`src/rtl/display_7s_page_sel.sv`:
```
// Registered page selector for the 7-segment path: picks one of N_CH content words by a page index
// moved by next/prev/load pulses or an auto-rotate dwell timer. Latency: sel 1 clk, dis_data 2 clk.
module display_7s_page_sel #(
  parameter int N_CH  = 12,
  parameter int DW    = 80,
  parameter int DWELL = 4,
  localparam int SW   = $clog2(N_CH)
) (
  input  logic             clk,
  input  logic             reset_n,
  input  logic [N_CH*DW-1:0] dis_content,
  input  logic             next,
  input  logic             prev,
  input  logic             load,
  input  logic [SW-1:0]    sel_in,
  input  logic             auto_en,
  input  logic             tick,
  output logic [DW-1:0]    dis_data,
  output logic [SW-1:0]    sel,
  output logic             sel_changed
);

  localparam logic [SW:0]   LP_NCH      = (SW+1)'(N_CH);
  localparam logic [SW-1:0] LP_LAST     = SW'(N_CH - 1);
  localparam logic [7:0]    LP_DWELL_M1 = 8'(DWELL - 1);

  logic [SW-1:0] r_sel;
  logic [7:0]    r_dwell;
  logic          r_chg_pend;
  logic          r_sel_changed;
  logic [DW-1:0] r_dis_data;

  logic          w_manual;
  logic          w_load_ok;
  logic          w_expire;
  logic [SW-1:0] w_sel_inc;
  logic [SW-1:0] w_sel_dec;
  logic [SW-1:0] w_sel_nxt;

  assign w_manual  = load | next | prev;
  assign w_load_ok = ({1'b0, sel_in} < LP_NCH);
  assign w_expire  = auto_en & tick & (r_dwell == LP_DWELL_M1);
  assign w_sel_inc = (r_sel == LP_LAST) ? '0 : r_sel + 1'b1;
  assign w_sel_dec = (r_sel == '0) ? LP_LAST : r_sel - 1'b1;

  // Manual actions outrank a dwell expiry; out-of-range loads and next+prev both hold the page.
  always_comb begin
    w_sel_nxt = r_sel;
    if (load) begin
      if (w_load_ok) w_sel_nxt = sel_in;
    end else if (next && prev) begin
      w_sel_nxt = r_sel;
    end else if (next) begin
      w_sel_nxt = w_sel_inc;
    end else if (prev) begin
      w_sel_nxt = w_sel_dec;
    end else if (w_expire) begin
      w_sel_nxt = w_sel_inc;
    end
  end

  always_ff @(posedge clk or negedge reset_n) begin
    if (!reset_n) begin
      r_sel         <= '0;
      r_dwell       <= '0;
      r_chg_pend    <= 1'b0;
      r_sel_changed <= 1'b0;
      r_dis_data    <= '0;
    end else begin
      r_sel <= w_sel_nxt;
      if (!auto_en || w_manual || w_expire) r_dwell <= '0;
      else if (tick)                        r_dwell <= r_dwell + 8'd1;
      // Delayed one extra stage so the pulse lines up with the first cycle of new dis_data.
      r_chg_pend    <= (w_sel_nxt != r_sel);
      r_sel_changed <= r_chg_pend;
      r_dis_data    <= dis_content[r_sel*DW +: DW];
    end
  end

  assign sel         = r_sel;
  assign sel_changed = r_sel_changed;
  assign dis_data    = r_dis_data;

endmodule

```
`config.mk`:
```
export PLATFORM = sky130hd
export DESIGN_NAME = display_7s_page_sel
export DESIGN_NICKNAME = d
export VERILOG_FILES = /design/src/rtl/display_7s_page_sel.sv
export SDC_FILE = /design/constraint.sdc
export NUM_CORES = 1
export LEC_CHECK = 0
export CAP_MARGIN = 20
export CORE_AREA = 2 2 409 411
export CTS_CLUSTER_DIAMETER = 80
export DETAILED_ROUTE_END_ITERATION = 16
export DIE_AREA = 0 0 411 413
export PLACE_DENSITY = 0.37
export SLEW_MARGIN = 40
export SYNTH_ARGS = -nofsm -noshare
export SYNTH_HDL_FRONTEND = slang
export SYNTH_SLANG_ARGS = --single-unit
```
`constraint.sdc`:
```
create_clock -name clk -period 6.6 [get_ports clk]
set_input_delay 0.66 -clock clk [delete_from_list [all_inputs] [get_ports clk]]
set_output_delay 0.66 -clock clk [all_outputs]
set_load 0.005 [all_outputs]
```
==> Yosys cells after proc, flatten, opt, wreduce, memory -nomap -nowiden <==
Cells that the tools add are included.
W data, S select, Z words.
{ "totals": {"inputBits": 971, "ff_bits": 94, "word_cells": 34, "output_inout_bits": 85} }
{ "classes": {"multipliers": 1, "n_reduce_logical": 6, "addsub": 3, "n_eq_ne": 3, "n_bitwise": 4, "shifts": 1, "n_lt_le_gt_ge": 1, "n_mux": 10} }
{ "op_table": {"columns": ["cell", "n"], "rows": [
  ["$shiftx A960 B12 Y80", 1],
  ["$mux W4", 8],
  ["$mux W8", 2],
  ["$add A8 B1 Y8 const B", 1],
  ["$eq A8 B2 Y1 const B", 1],
  ["$mul A4 B3 Y7 const B", 1],
  ["$add A4 B1 Y4 const B", 1],
  ["$eq A4 B4 Y1 const B", 1],
  ["$logic_not A4 Y1", 1],
  ["$lt A4 B4 Y1 const B", 1],
  ["$ne A4 B4 Y1", 1],
  ["$sub A4 B1 Y4 const B", 1],
  ["$and A1 B1 Y1", 2],
  ["$logic_or A1 B1 Y1", 2],
  ["$or A1 B1 Y1", 2],
  ["$reduce_bool A2 Y1", 1],
  ["$logic_and A1 B1 Y1", 1],
  ["$logic_not A1 Y1", 1]
]} }

==> Logic depth before layout (Yosys ltp) <==
Gate-level depths: netlist of run 1.
{ "depth": {"depth_word": 8, "ltp_mapped": 11, "mapped_depth_nobuf": 8} }

==> Worst setup path before layout of run 1 <==
Ideal clock, no wire load.
{ "synth_path": {"path_kind": "flip-flop to flip-flop", "startpoint": "reg r_sel[1] (netlist: sel[1])", "endpoint": "reg r_chg_pend", "setup_time_ns": 0.133, "period_less_slack_ns": 2.326, "arrival_ns": 2.193, "required_ns": 6.467, "path_buffers": 3, "setup_slack_ns": 4.274, "path_stages_with_launch": 11, "path_cell_list": "dfrtp_1 buf_2 clkbuf_1 buf_2 inv_1 ha_1 or3_1 a31oi_1 o41ai_2 xnor2_1 nand4b_1"} }
{ "synth_between": {"elab_chain_cells": 8, "elab_cells_between_ends": 13, "cone_classes": "add/sub (2); eq/ne (2); mux (8); reduce/logical (1)"} }
{ "synth_lines": {"columns": ["item", "line_no", "rtl"], "rows": [
  ["from (decl)", "27", "logic [SW-1:0] r_sel;"],
  ["from (signal assigned)", "70", "r_sel <= w_sel_nxt;"],
  ["$add A4 B1 Y4 / $eq A4 B4 Y1 (equally long branches)", "43", "assign w_sel_inc = (r_sel == LP_LAST) ? '0 : r_sel + 1'b1;"],
  ["$mux W4", "43", null],
  ["$mux W4", "57", "end else if (w_expire) begin"],
  ["$mux W4", "55", "end else if (prev) begin"],
  ["$mux W4 *", "53", "end else if (next) begin"],
  ["$mux W4 *", "51", "end else if (next && prev) begin"],
  ["$mux W4 *", "49", "if (load) begin"],
  ["via w_sel_nxt[3]", "38", "logic [SW-1:0] w_sel_nxt;"],
  ["$ne A4 B4 Y1 *", "74", "r_chg_pend <= (w_sel_nxt != r_sel);"],
  ["to (signal assigned)", "74", null],
  ["to (decl)", "29", "logic r_chg_pend;"]
]} }
The timed path passes the listed nets; every way through them passes the cells marked *.
A chain may end at the register's enable or synchronous reset.

==> Worst setup path after layout of run 1 <==
{ "layout_path": {"startpoint": "reg r_sel[1] (netlist: sel[1])", "endpoint": "reg r_dis_data[65] (netlist: dis_data[65])"} }
{ "layout_between": {"elab_chain_cells": 2} }
{ "layout_lines": {"columns": ["item", "line_no", "rtl"], "rows": [
  ["$mul A4 B3 Y7", "76", "r_dis_data <= dis_content[r_sel*DW +: DW];"],
  ["$shiftx A960 B12 Y80", "76", null],
  ["to (signal assigned)", "76", null],
  ["to (decl)", "31", "logic [DW-1:0] r_dis_data;"]
]} }
No other way between the ends.

==> flow_summary.json, run 1 <==
{
  "syn_nets": 1747,
  "routedWlPerCell_um": 29.8,
  "place.gp.congestion": 0.854,
  "crit_arrival_ps": 3510,
  "share_seq_of_total_power_pct": 20.3,
  "cap_violations": 0,
  "path_max_fanout": 60,
  "p_clk_share_pct": 13.8,
  "die_h_um": 413,
  "fin_cells": 3998,
  "p_per_area_mw_per_mm2": 203,
  "r2r_cells": 6,
  "syn2layout_area_growth_pct": 131,
  "end_kind": "flop",
  "max-vdd-ir-drop_mv": 0.168,
  "synth_top_area_cell": "mux4_2",
  "clock_sink_count": 94,
  "slew_viol_final": 0,
  "critPathKind": "reg2reg",
  "slew_headroom_pct": 42.9,
  "port_buffers": 1055,
  "grt_remaining_overflow": 0,
  "ys_seq_area_share_pct": 22.7,
  "cts_setup_buffers": 0,
  "first_iter_violations": 808,
  "cts_max_level": 3,
  "syn_area_per_cell_um2": 13.4,
  "worst_pin_slew_ps": 856,
  "hp-class": "in2async",
  "yosys_warnings": 0,
  "die_area_mm2": 0.170,
  "final_area_mm2": 0.0239,
  "grt_max_degree": 93,
  "switchingPower_w": 0.00207,
  "synthCells": 773,
  "dieWidth_um": 411,
  "grt_first_pass_wirelength_um": 147000,
  "cts_tree": "done",
  "cts_resized": 0,
  "cp_slowest_stage_delay_ps": 710,
  "pin_count": 1056,
  "grt_pass1_vias": 13300,
  "p_int_w": 0.00278,
  "cts-buffers-inserted": 9,
  "root_buffer": "clkbuf_16",
  "drive_above_1_share_pct": 16.2,
  "avgViaCountPerCell": 3.14,
  "worstPathCellList": "buf_12 -> buf_4 -> buf_6 -> mux4_2 -> mux2i_1 -> o21ai_0",
  "status": "completed",
  "synth.most_common_cell": "mux4_2",
  "nNetsFinal": 2741,
  "fin_crit_sh_pct": 48.8,
  "synth_common_cells": "mux4_2 (240), dfrtp_1 (94), nand2_1 (94)",
  "clockBufferDepth": 2,
  "p_leak_nw": 7.92,
  "rows": 150,
  "synth-edff-count": 0,
  "fin_skew_ps": 16.2,
  "slowest_stage": "dfrtp_4",
  "insertion_delay_ps": 440,
  "yosys.area.top_type_share_pct": 52.1,
  "num_vias": 12500,
  "synth-async-reset-ratio_pct": 100,
  "max_freq_mhz": 310,
  "utilization_pct": 14.4,
  "synth_seq_cells": 94,
  "critPathLaunchType": "flop",
  "clk_pin_slew_ps": 90,
  "syn_area_mm2": 0.0104,
  "combPwrFrac_pct": 65.9,
  "postRouteAntennaNets": 0,
  "cts_hold_buf": 0,
  "yosysUniqueCellTypes": 42,
  "drt_wl_total_um": 119000,
  "rsz0062_at_grt": "no",
  "core_mm2": 0.166,
  "synth_area_leaders": "mux4_2 (52%), dfrtp_1 (23%), mux2i_1 (8.1%)",
  "dr.pass1.iters": 4,
  "swShare_pct": 42.6,
  "finalSetupTns_ps": 0,
  "required_ps": 6890,
  "setup_viol": 0,
  "grt_usage_pct": 13.4,
  "postPlaceCellArea_mm2": 0.0235,
  "finalHoldViolCount": 0,
  "drc": 0,
  "dpl.hpwl_um": 104000,
  "placed_cells": 3958,
  "antenna_found_initial": 94,
  "synth_ff_type": "dfrtp_1",
  "fin_crit_ps": 3220,
  "initial_core_util_pct": 6.25
}
[power by group through the flow]
stage	sequential, W	combinational [W]	clock [W]
after global placement	0.00105	0.00326	0
final	0.000984	0.00319	0.000672
after global routing	0.00101	0.00341	0.000731
after CTS	0.00101	0.00330	0.000730
after detailed placement	0.00102	0.00329	0
after floorplan	0.000871	0.00132	0
[cell families (layout without fill, tap and decap cells)]
| logic type | after synthesis | after routing | share of synthesized area [%] |
|---|---|---|---|
| multiplexers | 329 | 329 | 60.8 |
| AND/OR/NAND/NOR | 136 | 136 | 5.60 |
| AO/OA/AOI/OAI | 109 | 109 | 5.75 |
| flip-flops | 94 | 94 | 22.7 |
| buffers and inverters | 93 | 1092 | 4.08 |
| XOR/XNOR | 9 | 9 | 0.760 |
| adder cells (fa/ha/maj) | 3 | 3 | 0.362 |
| other | 0 | 22 | 0 |
[sequential cells by signal, indices dropped and copies added, names as in the netlist]
| name | count |
|---|---|
| dis_data | 80 |
| r_dwell | 8 |
| sel | 4 |
| r_chg_pend | 1 |
| sel_changed | 1 |
[path summary, 6_finish.rpt]
kind	end	from	slack, ps
max reg2reg	dis_data[65]	sel[1]	3380
min	dis_data[25]	reset_n	220
min reg2reg	sel_changed	r_chg_pend	360
max in group asynchronous	dis_data[69]	reset_n	5130
max	dis_data[65]	sel[1]	3380
min in group clk	sel_changed	r_chg_pend	360
[cell type report]
class / count / area (um2)
Timing Repair Buffer: 1072 / 10800
Tap cell: 2204 / 2760
Fill cell: 18600 / 142000
Multi-Input combinational cell: 586 / 7600
Inverter: 4 / 15.0
Antenna cell: 22 / 55.1
Clock inverter: 6 / 67.6
Clock buffer: 10 / 239
Sequential cell: 94 / 2370
[routing by layer]
metal / vias to the layer above / track usage, % / part of all wire [%]
li1: 5226 / - / -
met1: 6401 / 16.0 / 40
met2: 737 / 23.1 / 50
met3: 137 / 4.11 / 7.1
met4: 36 / 3.71 / 2.3
met5: - / 0 / 0.18
[placed cells by master, fill, tap and decap left out, types with 3 or more instances in the layout]
| cell | count |
|---|---|
| nor2_1 | 17 |
| nand2b_1 | 4 |
| xnor2_1 | 6 |
| clkdlybuf4s50_1 | 1054 |
| buf_6 | 4 |
| buf_12 | 6 |
| a21oi_1 | 8 |
| mux2i_1 | 84 |
| nand2_1 | 94 |
| mux2_2 | 5 |
| diode_2 | 22 |
| nor2b_1 | 5 |
| buf_4 | 5 |
| ha_1 | 3 |
| mux4_2 | 240 |
| dfrtp_1 | 90 |
| nand3_1 | 4 |
| dfrtp_4 | 4 |
| o21ai_0 | 86 |
| xor2_1 | 3 |
| a31oi_1 | 3 |
| inv_1 | 4 |
| clkbuf_16 | 9 |
[metrics by stage]
step | total power (W) | setup slack (ps) | hold slack [ps]
after floorplan | 0.00219 | 4270 | 331
after global placement | 0.00431 | 2950 | 345
after detailed placement | 0.00430 | 3160 | 340
after CTS | 0.00505 | 3140 | 206
after global routing | 0.00515 | 3280 | 230
final | 0.00485 | 3380 | 221
[critical path, delay by kind of cell (launching register included)]
kind | cells | cell delay [ps]
compound gates | 1 | 140
buf+inv | 3 | 1350
flops | 1 | 710
mux | 2 | 800
Note: power is estimated with default switching activity, not from simulation.
==> inputs of run 2 (changes only) <==
--- a/config.mk
+++ b/config.mk
@@ -6,10 +6,10 @@
 export NUM_CORES = 1
 export LEC_CHECK = 0
 export CAP_MARGIN = 20
-export CORE_AREA = 2 2 409 411
+export CORE_AREA = 2 2 417 419
 export CTS_CLUSTER_DIAMETER = 80
 export DETAILED_ROUTE_END_ITERATION = 16
-export DIE_AREA = 0 0 411 413
+export DIE_AREA = 0 0 419 421
 export PLACE_DENSITY = 0.37
 export SLEW_MARGIN = 40
 export SYNTH_ARGS = -nofsm -noshare
==> constraint.sdc (replaced) <==
create_clock -name clk -period 3.4 [get_ports clk]
set_input_delay 0.34 -clock clk [delete_from_list [all_inputs] [get_ports clk]]
set_output_delay 0.34 -clock clk [all_outputs]
set_load 0.005 [all_outputs]
==> flow_summary.json, run 2 (same netlist as run 1, synthesis figures left out) <==
{
  "status": "completed",
  "setup_viol": 0,
  "holdWs_ps": 335,
  "critPathLaunchType": "flop",
  "largest_reg_flops": 80,
  "max_freq_mhz": 351,
  "root_buffer": "clkbuf_16",
  "slew_headroom_pct": 41.7,
  "finalSetupTns_ps": 0,
  "drt_wl_total_um": 131000,
  "share_seq_of_total_power_pct": 20.4,
  "routedWlPerCell_um": 31.7,
  "port_buffers": 1055,
  "cap_violations": 0,
  "clock_sink_count": 94,
  "p_int_w": 0.00532,
  "first_iter_violations": 706,
  "grt_remaining_overflow": 0,
  "fin_crit_sh_pct": 83.8,
  "postRouteAntennaNets": 0,
  "fin_crit_ps": 2850,
  "rows": 153,
  "rsz0062_at_grt": "no",
  "pin_count": 1056,
  "avgViaCountPerCell": 3.10,
  "drc": 0,
  "cts_resized": 0,
  "grt_max_degree": 100,
  "dpl.hpwl_um": 116000,
  "clockBufferDepth": 2,
  "syn2layout_area_growth_pct": 133,
  "layout_commonest_cell": "clkdlybuf4s50_1",
  "die_area_mm2": 0.176,
  "setup_ws_ps": 550,
  "utilization_pct": 14.0,
  "end_kind": "output port",
  "crit_arrival_ps": 2510,
  "place.gp.congestion": 0.926,
  "cts_setup_buffers": 0,
  "critPathKind": "reg2out",
  "swShare_pct": 43.4,
  "layout_common_cells": "clkdlybuf4s50_1 (1,054), mux4_2 (240), nand2_1 (94), dfrtp_1 (90), o21ai_0 (86)",
  "cts-buffers-inserted": 9,
  "initial_core_util_pct": 6.01,
  "p_per_area_mw_per_mm2": 390,
  "nNetsFinal": 2756,
  "cts_hold_buf": 1,
  "grt_pass1_vias": 13600,
  "hp-class": "in2async",
  "path_max_fanout": 28,
  "combPwrFrac_pct": 66.4,
  "p_clk_share_pct": 13.1,
  "p_leak_nw": 7.98,
  "dieWidth_um": 419,
  "worst_pin_slew_ps": 875,
  "drive_above_1_share_pct": 16.8,
  "grt_first_pass_wirelength_um": 162000,
  "cts_max_level": 3,
  "clk_pin_slew_ps": 100,
  "switchingPower_w": 0.00408,
  "insertion_delay_ps": 440,
  "antenna_found_initial": 95,
  "fin_skew_ps": 22.0,
  "max-vdd-ir-drop_mv": 0.219,
  "finalHoldViolCount": 0,
  "num_vias": 12800,
  "cts_tree": "done",
  "slew_viol_final": 0,
  "core_mm2": 0.172,
  "preCtsSetupSlack_ps": 594,
  "die_h_um": 421,
  "grt_usage_pct": 14.5,
  "required_ps": 3060,
  "dr.pass1.iters": 5
}
-- run 2: worst max-delay path: stages, from the launching register on --
cell,delay [ps]
dfrtp_4,820
buf_12,320
buf_12,280
clkdlybuf4s50_1,560
-- run 2: worst paths after layout --
check	start	to	slack (ps)	depth (start not counted)
max	sel[0]	sel[0]	550	3
min	reset_n	dis_data[22]	330	2
max reg2reg	sel[0]	dis_data[23]	690	5
min reg2reg	r_chg_pend	sel_changed	390	0
max in group asynchronous	reset_n	dis_data[31]	1960	4
min in group clk	r_chg_pend	sel_changed	390	0
-- run 2: stage by stage --
stage / total power [W] / cell area [um2] / std cells
after global routing: 0.00997 / 24100 / 4119
after detailed placement: 0.00839 / 23800 / 4093
after CTS: 0.00975 / 24100 / 4110
after global placement: 0.00842 / 23800 / 4093
final: 0.00941 / 24100 / 4127
after floorplan: 0.00426 / 10400 / 773
-- run 2: layer usage --
metal | wire length [um] | global-route usage, % | vias to the layer above
met5 | 305 | 0 | -
met4 | 2320 | 2.80 | 44
met3 | 9170 | 3.97 | 166
met2 | 66600 | 25.6 | 679
met1 | 52600 | 17.3 | 6673
li1 | - | - | 5237
-- run 2: area by class of cell --
| type | count | area, um2 |
|---|---|---|
| antenna | 15 | 37.5 |
| clock buffer | 10 | 229 |
| clock inverter | 6 | 45.0 |
| fill | 19500 | 148000 |
| multi-input combinational | 586 | 7600 |
| timing repair buffer | 1087 | 10900 |
| inverter | 4 | 15.0 |
| tap | 2325 | 2910 |
| sequential | 94 | 2370 |
-- run 2: power by group through the flow --
stage | clock [W] | sequential, W | combinational [W]
2_1_floorplan | 0 | 0.00169 | 0.00257
3_3_place_gp | 0 | 0.00201 | 0.00641
3_5_place_dp | 0 | 0.00199 | 0.00640
4_1_cts | 0.00136 | 0.00197 | 0.00643
5_1_grt | 0.00136 | 0.00198 | 0.00664
6_report | 0.00124 | 0.00192 | 0.00625
==> inputs of run 3 (changes only) <==
==> constraint.sdc (replaced) <==
create_clock -name clk -period 3 [get_ports clk]
set_input_delay 0.3 -clock clk [delete_from_list [all_inputs] [get_ports clk]]
set_output_delay 0.3 -clock clk [all_outputs]
set_load 0.005 [all_outputs]
==> flow_summary.json, run 3 (same netlist as run 1, synthesis figures left out) <==
{
  "status": "completed",
  "r2r_slack_ps": 700,
  "max-vdd-ir-drop_mv": 0.306,
  "grt_pass1_vias": 13200,
  "multiInputGateArea_mm2": 0.00760,
  "initial_core_util_pct": 6.01,
  "syn2layout_area_growth_pct": 133,
  "antenna_found_initial": 117,
  "slew_headroom_pct": 46.5,
  "insertion_delay_ps": 450,
  "setup_viol": 0,
  "place.gp.congestion": 0.978,
  "slew_viol_final": 0,
  "required_ps": 2700,
  "rsz0062_at_grt": "no",
  "finalHoldViolCount": 0,
  "grt_first_pass_wirelength_um": 155000,
  "core_mm2": 0.172,
  "fill_cells": 19400,
  "drc": 0,
  "finalSetupTns_ps": 0,
  "grt_remaining_overflow": 0,
  "nNetsFinal": 2755,
  "dpl.hpwl_um": 111000,
  "crit_arrival_ps": 2220,
  "layout_commonest_cell": "clkdlybuf4s50_1",
  "grt_max_degree": 87,
  "cts_tree": "done",
  "port_buffers": 1055,
  "path_max_fanout": 27,
  "fin_crit_sh_pct": 84.1,
  "drive_above_1_share_pct": 16.7,
  "num_vias": 12600,
  "utilization_pct": 14.0,
  "drt_wl_total_um": 125000,
  "clock_sink_count": 94,
  "postPlaceCellArea_mm2": 0.0238,
  "fin_crit_ps": 2520,
  "die_h_um": 421,
  "dr.pass1.iters": 5,
  "end_kind": "output port",
  "hp-class": "reg2reg",
  "die_area_mm2": 0.176,
  "p_leak_nw": 8.01,
  "avgViaCountPerCell": 3.06,
  "rows": 153,
  "first_iter_violations": 803,
  "dieWidth_um": 419,
  "layout_common_cells": "clkdlybuf4s50_1 (1,054), mux4_2 (240), nand2_1 (94), dfrtp_1 (90), o21ai_0 (86)",
  "cts-buffers-inserted": 9,
  "final_area_mm2": 0.0242,
  "clockBufferDepth": 2,
  "largest_reg_flops": 80,
  "grt_usage_pct": 13.8,
  "seq_area_mm2": 0.00237,
  "pin_count": 1056,
  "root_buffer": "clkbuf_16",
  "worst_pin_slew_ps": 803,
  "routedWlPerCell_um": 30.5,
  "p_per_area_mw_per_mm2": 444,
  "cts_max_level": 3,
  "critPathLaunchType": "flop",
  "max_freq_mhz": 396,
  "critPathKind": "reg2out",
  "cap_violations": 0,
  "postRouteAntennaNets": 0,
  "holdWs_ps": 435,
  "fin_skew_ps": 21.2,
  "clk_pin_slew_ps": 110
}
[run 3: timing repair]
item,CTS,global route
endpoints found under the hold margin,57,0
buffers inserted,0,0
hold buffers,1,0
gates resized for setup,0,0
[run 3: path summary, 6_finish.rpt]
check / start / end / depth (start not counted)
setup / recovery: sel[3] / sel[3] / 2
hold / removal: r_chg_pend / sel_changed / 0
setup reg to reg: sel[0] / dis_data[71] / 5
hold reg to reg: r_chg_pend / sel_changed / 0
max in group asynchronous: reset_n / dis_data[3] / 3
min in group asynchronous: reset_n / dis_data[18] / 2
[run 3: final cells by class]
class	instances	share of cell area (%)
Timing Repair Buffer	1086	45.3
Antenna cell	8	0.0827
Sequential cell	94	9.78
Clock inverter	5	0.346
Inverter	4	0.0620
Multi-Input combinational cell	586	31.4
Clock buffer	11	1.00
Tap cell	2325	12.0
[run 3: power breakdown]
part	leakage, nW	switching (W)	internal, W	total [W]
clock network	0.152	0.000805	0.000760	0.00156
registers	1.15	0.000347	0.00171	0.00206
logic	6.71	0.00334	0.00377	0.00711
[run 3: metrics by stage]
step | cells | setup slack (ps) | total power (W)
after floorplan | 773 | 674 | 0.00483
after global placement | 4094 | 361 | 0.00953
after detailed placement | 4094 | 578 | 0.00950
after CTS | 4111 | 325 | 0.0112
after global routing | 4114 | 346 | 0.0114
final | 4119 | 477 | 0.0107
[run 3: critical path: stages, from the launching register on]
cell and delay (ps):
dfrtp_4 830, buf_4 360, clkdlybuf4s50_1 550
[run 3: per-layer routing]
layer	vias to the layer above	GRT usage [%]	wire (um)	part of all wire, %
met1	6420	16.1	48800	39
li1	5235	-	-	-
met2	682	24.4	63100	50
met4	70	1.97	1720	1.4
met5	-	0	460	0.37
met3	199	5.25	11400	9.1
